===== src/rtl/pll_seq_pkg.sv =====
// rtl/pll_seq_pkg.sv - state type and default timing constants for the PLL reset sequencer
package pll_seq_pkg;

  typedef enum logic [2:0] {
    ST_HOLD      = 3'd0,
    ST_WAIT_LOCK = 3'd1,
    ST_SETTLE    = 3'd2,
    ST_RUN       = 3'd3,
    ST_FAULT     = 3'd4
  } seq_state_e;

  localparam int unsigned DEF_RESET_HOLD_CYCLES   = 16;
  localparam int unsigned DEF_LOCK_TIMEOUT_CYCLES = 2048;
  localparam int unsigned DEF_LOCK_FILTER_CYCLES  = 4;
  localparam int unsigned DEF_SETTLE_CYCLES       = 256;
  localparam int unsigned DEF_MAX_RETRIES         = 3;

  function automatic int unsigned max2(input int unsigned a, input int unsigned b);
    return (a > b) ? a : b;
  endfunction

endpackage


===== src/rtl/sync_2ff.sv =====
// rtl/sync_2ff.sv - two-flop single-bit synchronizer, clears to 0 on reset
module sync_2ff (
  input  logic clk,
  input  logic resetn,
  input  logic d,
  output logic q
);

  logic meta_q, meta_d;
  logic sync_q, sync_d;

  always_comb begin
    meta_d = d;
    sync_d = meta_q;
  end

  always_ff @(posedge clk) begin
    if (!resetn) begin
      meta_q <= 1'b0;
      sync_q <= 1'b0;
    end else begin
      meta_q <= meta_d;
      sync_q <= sync_d;
    end
  end

  assign q = sync_q;

endmodule


===== src/rtl/pll_reset_sequencer.sv =====
// rtl/pll_reset_sequencer.sv - PLL reset/lock sequencing FSM gating the core-domain reset
module pll_reset_sequencer
  import pll_seq_pkg::*;
#(
  parameter int unsigned RESET_HOLD_CYCLES   = DEF_RESET_HOLD_CYCLES,
  parameter int unsigned LOCK_TIMEOUT_CYCLES = DEF_LOCK_TIMEOUT_CYCLES,
  parameter int unsigned LOCK_FILTER_CYCLES  = DEF_LOCK_FILTER_CYCLES,
  parameter int unsigned SETTLE_CYCLES       = DEF_SETTLE_CYCLES,
  parameter int unsigned MAX_RETRIES         = DEF_MAX_RETRIES
) (
  input  logic       REFERENCECLK,
  input  logic       RESET,
  input  logic       PLL_LOCK,
  input  logic       REQ_RELOCK,
  output logic       PLL_RESETB,
  output logic       PLL_BYPASS,
  output logic       CORE_RESETN,
  output logic       READY,
  output logic       FAULT,
  output logic       LOCK_LOST,
  output logic [1:0] RETRY_CNT
);

  localparam int unsigned CNT_MAX = max2(max2(RESET_HOLD_CYCLES, LOCK_TIMEOUT_CYCLES),
                                         max2(LOCK_FILTER_CYCLES, SETTLE_CYCLES));
  localparam int CNT_W = $clog2(CNT_MAX + 1);

  localparam logic [CNT_W-1:0] HOLD_LAST    = CNT_W'(RESET_HOLD_CYCLES - 1);
  localparam logic [CNT_W-1:0] TIMEOUT_LAST = CNT_W'(LOCK_TIMEOUT_CYCLES - 1);
  localparam logic [CNT_W-1:0] FILT_LAST    = CNT_W'(LOCK_FILTER_CYCLES - 1);
  localparam logic [CNT_W-1:0] SETTLE_LAST  = CNT_W'(SETTLE_CYCLES - 1);
  localparam logic [CNT_W-1:0] CNT_ONE      = CNT_W'(1);

  logic lock_s;

  sync_2ff u_lock_sync (
    .clk    (REFERENCECLK),
    .resetn (RESET),
    .d      (PLL_LOCK),
    .q      (lock_s)
  );

  seq_state_e       state_q, state_d;
  logic [CNT_W-1:0] cnt_q, cnt_d;
  logic [CNT_W-1:0] filt_q, filt_d;
  logic [1:0]       retry_q, retry_d;
  logic             lost_q, lost_d;
  logic             resetb_q, resetb_d;
  logic             bypass_q, bypass_d;
  logic             core_q, core_d;
  logic             ready_q, ready_d;
  logic             fault_q, fault_d;
  logic             fail;

  always_comb begin
    state_d = state_q;
    cnt_d   = cnt_q;
    filt_d  = filt_q;
    retry_d = retry_q;
    lost_d  = 1'b0;
    fail    = 1'b0;

    case (state_q)
      ST_HOLD: begin
        if (cnt_q == HOLD_LAST) state_d = ST_WAIT_LOCK;
        else                    cnt_d   = cnt_q + CNT_ONE;
      end
      ST_WAIT_LOCK: begin
        filt_d = lock_s ? filt_q + CNT_ONE : '0;
        cnt_d  = cnt_q + CNT_ONE;
        // A lock qualifying on the timeout cycle still counts as success
        if (lock_s && (filt_q == FILT_LAST)) state_d = ST_SETTLE;
        else if (cnt_q == TIMEOUT_LAST)      fail    = 1'b1;
      end
      ST_SETTLE: begin
        if (!lock_s)                    fail    = 1'b1;
        else if (cnt_q == SETTLE_LAST)  state_d = ST_RUN;
        else                            cnt_d   = cnt_q + CNT_ONE;
      end
      ST_RUN: begin
        if (!lock_s || REQ_RELOCK) begin
          state_d = ST_HOLD;
          lost_d  = !lock_s;
          retry_d = 2'd0;
        end
      end
      ST_FAULT: begin
        if (REQ_RELOCK) begin
          state_d = ST_HOLD;
          retry_d = 2'd0;
        end
      end
      default: state_d = ST_HOLD;
    endcase

    if (fail) begin
      if (32'(retry_q) < MAX_RETRIES) begin
        state_d = ST_HOLD;
        if (retry_q != 2'd3) retry_d = retry_q + 2'd1;
      end else begin
        state_d = ST_FAULT;
      end
    end

    if ((state_d == ST_RUN) && (state_q != ST_RUN)) retry_d = 2'd0;

    if (state_d != state_q) begin
      cnt_d  = '0;
      filt_d = '0;
    end

    // Outputs decode the next state so the registered copies track state_q exactly
    resetb_d = (state_d == ST_WAIT_LOCK) || (state_d == ST_SETTLE) || (state_d == ST_RUN);
    bypass_d = (state_d == ST_FAULT);
    core_d   = (state_d == ST_RUN);
    ready_d  = (state_d == ST_RUN);
    fault_d  = (state_d == ST_FAULT);
  end

  always_ff @(posedge REFERENCECLK) begin
    if (!RESET) begin
      state_q  <= ST_HOLD;
      cnt_q    <= '0;
      filt_q   <= '0;
      retry_q  <= 2'd0;
      lost_q   <= 1'b0;
      resetb_q <= 1'b0;
      bypass_q <= 1'b0;
      core_q   <= 1'b0;
      ready_q  <= 1'b0;
      fault_q  <= 1'b0;
    end else begin
      state_q  <= state_d;
      cnt_q    <= cnt_d;
      filt_q   <= filt_d;
      retry_q  <= retry_d;
      lost_q   <= lost_d;
      resetb_q <= resetb_d;
      bypass_q <= bypass_d;
      core_q   <= core_d;
      ready_q  <= ready_d;
      fault_q  <= fault_d;
    end
  end

  assign PLL_RESETB  = resetb_q;
  assign PLL_BYPASS  = bypass_q;
  assign CORE_RESETN = core_q;
  assign READY       = ready_q;
  assign FAULT       = fault_q;
  assign LOCK_LOST   = lost_q;
  assign RETRY_CNT   = retry_q;

endmodule


===== config.mk =====
export PLATFORM = sky130hd
export DESIGN_NAME = pll_reset_sequencer
export DESIGN_NICKNAME = d
export VERILOG_FILES = /design/src/rtl/pll_seq_pkg.sv /design/src/rtl/sync_2ff.sv /design/src/rtl/pll_reset_sequencer.sv
export SDC_FILE = /design/constraint.sdc
export NUM_CORES = 1
export LEC_CHECK = 0
export CORE_MARGIN = 2
export CORE_UTILIZATION = 60
export DETAILED_ROUTE_END_ITERATION = 16
export PLACE_DENSITY = 0.81
export SLEW_MARGIN = 25
export SYNTH_ARGS = -nofsm -noshare
export SYNTH_HDL_FRONTEND = slang
export SYNTH_SLANG_ARGS = --single-unit

===== constraint.sdc =====
create_clock -name REFERENCECLK -period 3.42 [get_ports REFERENCECLK]
set_input_delay 0.684 -clock REFERENCECLK [delete_from_list [all_inputs] [get_ports REFERENCECLK]]
set_output_delay 0.684 -clock REFERENCECLK [all_outputs]
set_load 0.03 [all_outputs]

==> summary.txt, run 1 <==
Synth
  – Yosys warnings: 0
  – Synth Instances: 200
  – Netlist cell types: 43
  – Synth area leader: dfxtp_1
  – Synth Area per Inst: 8.70 um2
  – Post-synthesis sequential area ratio: 40.3%
  – Mapped Area: 0.00174 mm2
  – Synthesized Nets: 207
  – Asr flop ratio synth: 0%
  – Flops & latches, synth: 35
  – Synth top area cells: dfxtp_1 (40%), xor2_1 (7.6%), nor2_1 (5.2%)
  – Top-area cell type share of the netlist area: 40.3%
  – Main synth FF type: dfxtp_1
  – Number of synthesized flops with an enable pin: 0

Placed design
  – Final HPWL DP: 2.34 mm
  – RePlAce Congestion: 0.792
  – Buffers added on ports: 11

Detailed routing
  – Routed WL per cell: 13.5 um
  – Antenna Nets Post-Route: 0
  – DRC errors left: 0
  – Vias per cell: 6.02
  – Drt first pass iters: 4
  – Via count: 1439
  – Routed wire length: 3.22 mm
  – Starting DRT DRC Count: 42

Global route
  – First-pass GRT wire length: 5.53 mm
  – Total track usage: 21.2%
  – Total gr overflow: 0
  – Vias in the first global route: 1331
  – Initial antenna violation count: 0
  – Largest net degree at the start of global routing: 25

Die
  – Core ar.: 0.00276 mm2
  – Io pins: 12
  – Die Ht: 57.8 um
  – Starting Density: 63.1%
  – Die footprint: 0.00335 mm2
  – Die Width: 57.8 um
  – Row count: 19

STA
  – Finish-stage setup viols: 0
  – Setup tns final: 0 ns
  – Minimum clock period: 2.59 ns
  – Relative slew slack: 58.4%
  – Measured slew at the worst slew-check pin: 0.621 ns
  – Hold Violations, Final: 0
  – Achievable frequency: 387 MHz
  – Hold WS: 0.448 ns
  – Skew final: 0.00965 ns
  – RSZ-0062 raised after global routing: false
  – Period utilization: 75.6%
  – Max Slew Vio Count: 0

Outcome
  – Status: completed

Worst hold path
  – Worst Hold Class: reg2reg

Final layout
  – Fillers: 228
  – P&R area growth vs syn: 9.06%
  – N_diodes: 0
  – Layout cells sized above 1: 7.21%
  – Nets: 214

CTS
  – Post-cts sizing count: 0
  – CTS tree: done
  – CTS H-tree lvls: 2
  – # clock sinks: 35
  – Post-CTS Setup Inserts: 0
  – Max Root-Sink Buffers: 2
  – Hold_buf cts: 0
  – Worst-path clk slew: 0.09 ns
  – Clock Tree Root: clkbuf_4
  – Clock Latency Late Sink: 0.35 ns
  – CTS buffer count: 5

Critical path
  – Worst-path fanout max: 24
  – WP data required: 3.63 ns
  – Crit path kind: reg2reg
  – Worst Setup End Kind: flop
  – Critical Path AT: 2.80 ns
  – Register-to-register setup slack: 0.83 ns
  – CP Launch Type: flop

Power
  – Sequential power share: 60.3%
  – Net load switching power: 148 uW
  – VDD IR-drop max: 0.328 mV
  – Combinational power share: 3.0%
  – Static Leak: 0.000712 uW
  – Int Pwr: 541 uW
  – Power density cells: 364 mW/mm2
  – Clk pwr share: 36.7%
  – Switch share: 21.5%

Job
  – Max Cap Viol: 0
## power by group through the flow
stage	clock network (uW)	logic, uW	registers, uW
finish	253	20.8	416
global route	276	23.6	416
CTS	260	21.0	416
detailed placement	0	20.8	425
global placement	0	19.6	425
floorplan	0	16.4	423
## cell usage after synthesis, types with 2 or more instances
master / count
dfxtp_1: 35
nor2_1: 24
nand2_1: 18
xor2_1: 15
nor3_1: 12
a21oi_1: 9
nand3_1: 9
and2_1: 7
and3_1: 5
clkbuf_1: 5
nand4_1: 5
and4_1: 4
o21ai_0: 4
xnor2_1: 4
buf_2: 3
ha_1: 3
nor3b_1: 3
o21a_1: 3
a22oi_1: 2
buf_4: 2
mux2_2: 2
nand2b_1: 2
nor2b_1: 2
nor4_1: 2
nor4b_1: 2
## through the flow
step	power [uW]	std cells	utilization (%)	worst slack, ns	instance area [um2]
5_1_grt	716	239	68.8	0.672	1900
2_1_floorplan	439	200	-	1.45	1740
3_5_place_dp	446	231	66.3	0.727	1830
3_3_place_gp	444	231	66.3	0.782	1830
6_report	690	239	68.8	0.834	1900
4_1_cts	697	239	68.8	0.864	1900
## final cells by class
type	count	area, um2	area share (%)
Inverter	1	3.75	0.198
Sequential cell	35	701	36.9
Multi-Input combinational cell	153	975	51.4
Tap cell	31	38.8	2.04
Timing Repair Buffer	11	110	5.80
Clock buffer	8	68.8	3.63
## logic make-up (layout without fill, tap and decap cells)
kind of cell	after synthesis	count (layout)	share of synthesized area [%]
compound gates	26	26	11.0
flops	35	35	40.3
buf+inv	12	20	3.67
fa+ha+maj	3	3	2.16
mux	3	3	1.87
simple gates	102	102	31.4
xor+xnor	19	19	9.57
## sequential cells by signal, summed over array words and instances (netlist names)
signal,flops
filt_q,12
u_lock_sync.meta_q,1
u_lock_sync.q,1
RETRY_CNT,2
READY,1
FAULT,1
LOCK_LOST,1
state_q,3
cnt_q,12
PLL_RESETB,1
## critical path: stages (launching register included)
cell and delay [ns]:
dfxtp_1 0.58, nor2b_1 0.32, nor4b_1 0.54, a21oi_1 0.18
o211a_4 0.18, o211ai_4 0.53, nor3_1 0.13
## placed cells by master (no fill, tap or decap), types with 5 or more instances in the layout
cell type and n:
nand2_1 18, nor2_1 24, and3_1 5, a21oi_1 9
clkdlybuf4s50_1 11, dfxtp_1 35, nor3_1 12, nand3_1 9
xor2_1 15, nand4_1 5, clkbuf_4 5, and2_1 7
## final timing paths
kind,from,endpoint,cells past startpoint
hold reg to reg,u_lock_sync.meta_q,u_lock_sync.q,1
setup / recovery,state_q[0],filt_q[8],6
hold / removal,u_lock_sync.meta_q,u_lock_sync.q,1
setup reg to reg,state_q[0],filt_q[8],6
## metal layers
layer / vias up / global-route usage (%) / wire [um]
met1: 677 / 25.8 / 1430
met2: 34 / 34.9 / 1570
met3: 8 / 7.14 / 160
li1: 720 / - / -
met5: - / 0 / 0
met4: 0 / 7.64 / 56
(Power assumes the default switching activity.)
==> run 2, diff against run 1 <==
CORE_UTILIZATION = 57   (was 60)
PLACE_DENSITY = 0.78   (was 0.81)
clock period = 2.4 ns   (was 3.42 ns; I/O delays follow)
==> summary.txt, run 2 (same netlist as run 1, synthesis figures left out) <==
Detailed routing
  – Drt first pass iters: 4 (unchanged)
  – Antenna Nets Post-Route: 0 (unchanged)
  – Vias per cell: 5.87 (-2.5%)
  – Routed wire length: 3.37 mm (+4.6%)
  – DRC errors left: 0 (unchanged)
  – Routed WL per cell: 13.8 um (+2.5%)
  – Via count: 1432 (-0.49%)
  – Starting DRT DRC Count: 73 (+74%)

Critical path
  – WP data required: 2.65 ns (-0.98 ns)
  – Critical Path Source: cnt_q[4]
  – Worst Setup End Kind: flop
  – Worst-path fanout max: 24 (unchanged)
  – CP Launch Type: flop
  – Critical Path AT: 2.48 ns (-0.32 ns)
  – FF-to-FF End: filt_q[11]
  – Register-to-register setup slack: 0.17 ns (-0.66 ns)
  – Reg2reg start: cnt_q[4]
  – Crit path capture: filt_q[11]
  – R2R cell count: 7 (+1)
  – Crit path kind: reg2reg

Worst hold path
  – Hold Startpoint: u_lock_sync.meta_q
  – Worst Hold Class: reg2reg

Global route
  – First-pass GRT wire length: 5.69 mm (+2.9%)
  – Vias in the first global route: 1290 (-3.1%)
  – Initial antenna violation count: 0 (unchanged)
  – Total track usage: 21.6% (+0.44 points)
  – Largest net degree at the start of global routing: 25 (unchanged)
  – Total gr overflow: 0 (unchanged)

STA
  – Max Slew Vio Count: 0 (unchanged)
  – Period utilization: 92.9% (+17 points)
  – Hold Violations, Final: 0 (unchanged)
  – Measured slew at the worst slew-check pin: 0.593 ns (-0.0283 ns)
  – Skew final: 0.0163 ns (+0.00664 ns)
  – Relative slew slack: 60.4% (+2.0 points)
  – Post-route setup slack: 0.170 ns (-0.663 ns)
  – Minimum clock period: 2.23 ns (-0.357 ns)
  – Achievable frequency: 449 MHz (+16%)
  – Finish-stage setup viols: 0 (unchanged)

Final layout
  – FF+latch area: 701 um2 (unchanged)
  – Core Util, Final: 64.5% (-4.2 points)
  – Top flop regs: cnt_q x12, filt_q x12, state_q x3
  – Nets: 217 (+1.4%)
  – Multi-input logic area: 981 um2 (+0.64%)
  – N_diodes: 0 (unchanged)
  – P&R area growth vs syn: 10.5%
  – Commonest non-fill, non-tap cells in the layout: dfxtp_1 (35), nor2_1 (24), nand2_1 (18)
  – Leading cell type in the layout, fill and taps excluded: dfxtp_1
  – Fillers: 244 (+7.0%)
  – Layout cells sized above 1: 8.53% (+1.3 points)

Placed design
  – Worst slack at placement: 0.100 ns (-0.626 ns)
  – RePlAce Congestion: 0.808 (+2.0%)
  – Buffers added on ports: 11 (unchanged)
  – Final HPWL DP: 2.49 mm (+6.7%)

CTS
  – Clock Latency Late Sink: 0.33 ns (-0.02 ns)
  – CTS H-tree lvls: 2 (unchanged)
  – # clock sinks: 35 (unchanged)
  – CTS tree: done
  – Worst-path clk slew: 0.10 ns (about the same)
  – CTS buffer count: 5 (unchanged)
  – Clock Tree Root: clkbuf_4
  – Max Root-Sink Buffers: 2 (unchanged)
  – Post-CTS Setup Inserts: 0 (unchanged)

Power
  – VDD IR-drop max: 0.271 mV (-17%)
  – Power density cells: 483 mW/mm2 (+33%)
  – Static Leak: 0.000721 uW (+1.3%)

Die
  – Die Width: 59.2 um (+2.4%)
  – Row count: 20 (+1)
  – Starting Density: 58.4% (-4.7 points)
  – Core ar.: 0.00298 mm2 (+8.0%)
  – Die Ht: 59.2 um (+2.4%)
  – Io pins: 12 (unchanged)
  – Die footprint: 0.00351 mm2 (+4.9%)

Outcome
  – Status: completed

Job
  – Max Cap Viol: 0 (unchanged)
==> run 2: cell types whose count changed in the layout (fill, tap and decap cells not counted), sizes merged <==
cell / previous run / this run
clkbuf: 8 / 7
clkinv: 0 / 1
buf: 0 / 3
==> run 2: final cells by class <==
class / count / share of cell area, %
sequential: 35 / 36.5
multi-input combinational: 153 / 51.0
clock inverter: 1 / 0.260
clock buffer: 7 / 2.34
tap: 33 / 2.15
inverter: 1 / 0.195
timing repair buffer: 14 / 7.55
==> run 2: worst max-delay path: stages, from the launching register on <==
cell,delay [ns]
dfxtp_1,0.47
nand4_2,0.20
or4b_4,0.57
a21oi_2,0.23
o211a_4,0.21
o211ai_4,0.09
buf_12,0.18
nor3_1,0.21
==> run 2: power breakdown <==
part	internal [uW]	leakage [uW]	switching, uW	total [uW]
registers	586	0.000283	5.65	592
clock network	114	0.0000293	185	299
logic	18.1	0.000409	18.5	36.6
==> run 2: how the worst min path moves through the flow <==
stage | endpoint | slack [ns] | depth (start not counted)
floorplan | u_lock_sync.q | 0.41 | 1
global placement | u_lock_sync.q | 0.42 | 1
detailed placement | u_lock_sync.q | 0.42 | 1
CTS | u_lock_sync.q | 0.45 | 1
global route | u_lock_sync.q | 0.47 | 1
finish | u_lock_sync.q | 0.45 | 1
==> run 2: metal layers <==
metal  wire length, um  part of all wire, %  GRT usage [%]  up-vias
li1                  -                    -              -      723
met1              1500                   44           26.4      680
met2              1720                   51           35.6       22
met3                98                  2.9           5.46        7
met4                55                  1.6           9.74        0
met5                 0                    0              0        -
==> run 2: per-stage QoR <==
stage	TNS [ns]	power (uW)	std cells	hold slack, ns	cell area (um2)
floorplan	0	626	200	0.412	1740
global placement	0	640	236	0.423	1870
detailed placement	0	642	236	0.424	1870
CTS	0	936	244	0.453	1920
global route	-0.0681	966	244	0.469	1920
finish	0	928	244	0.448	1920
==> run 2: timing repair <==
action | 4_1_cts | 5_1_grt
hold endpoints to repair | 0 | 0
setup endpoints to repair | 0 | 26
resized for setup | 0 | 2
hold buffers | 0 | 0
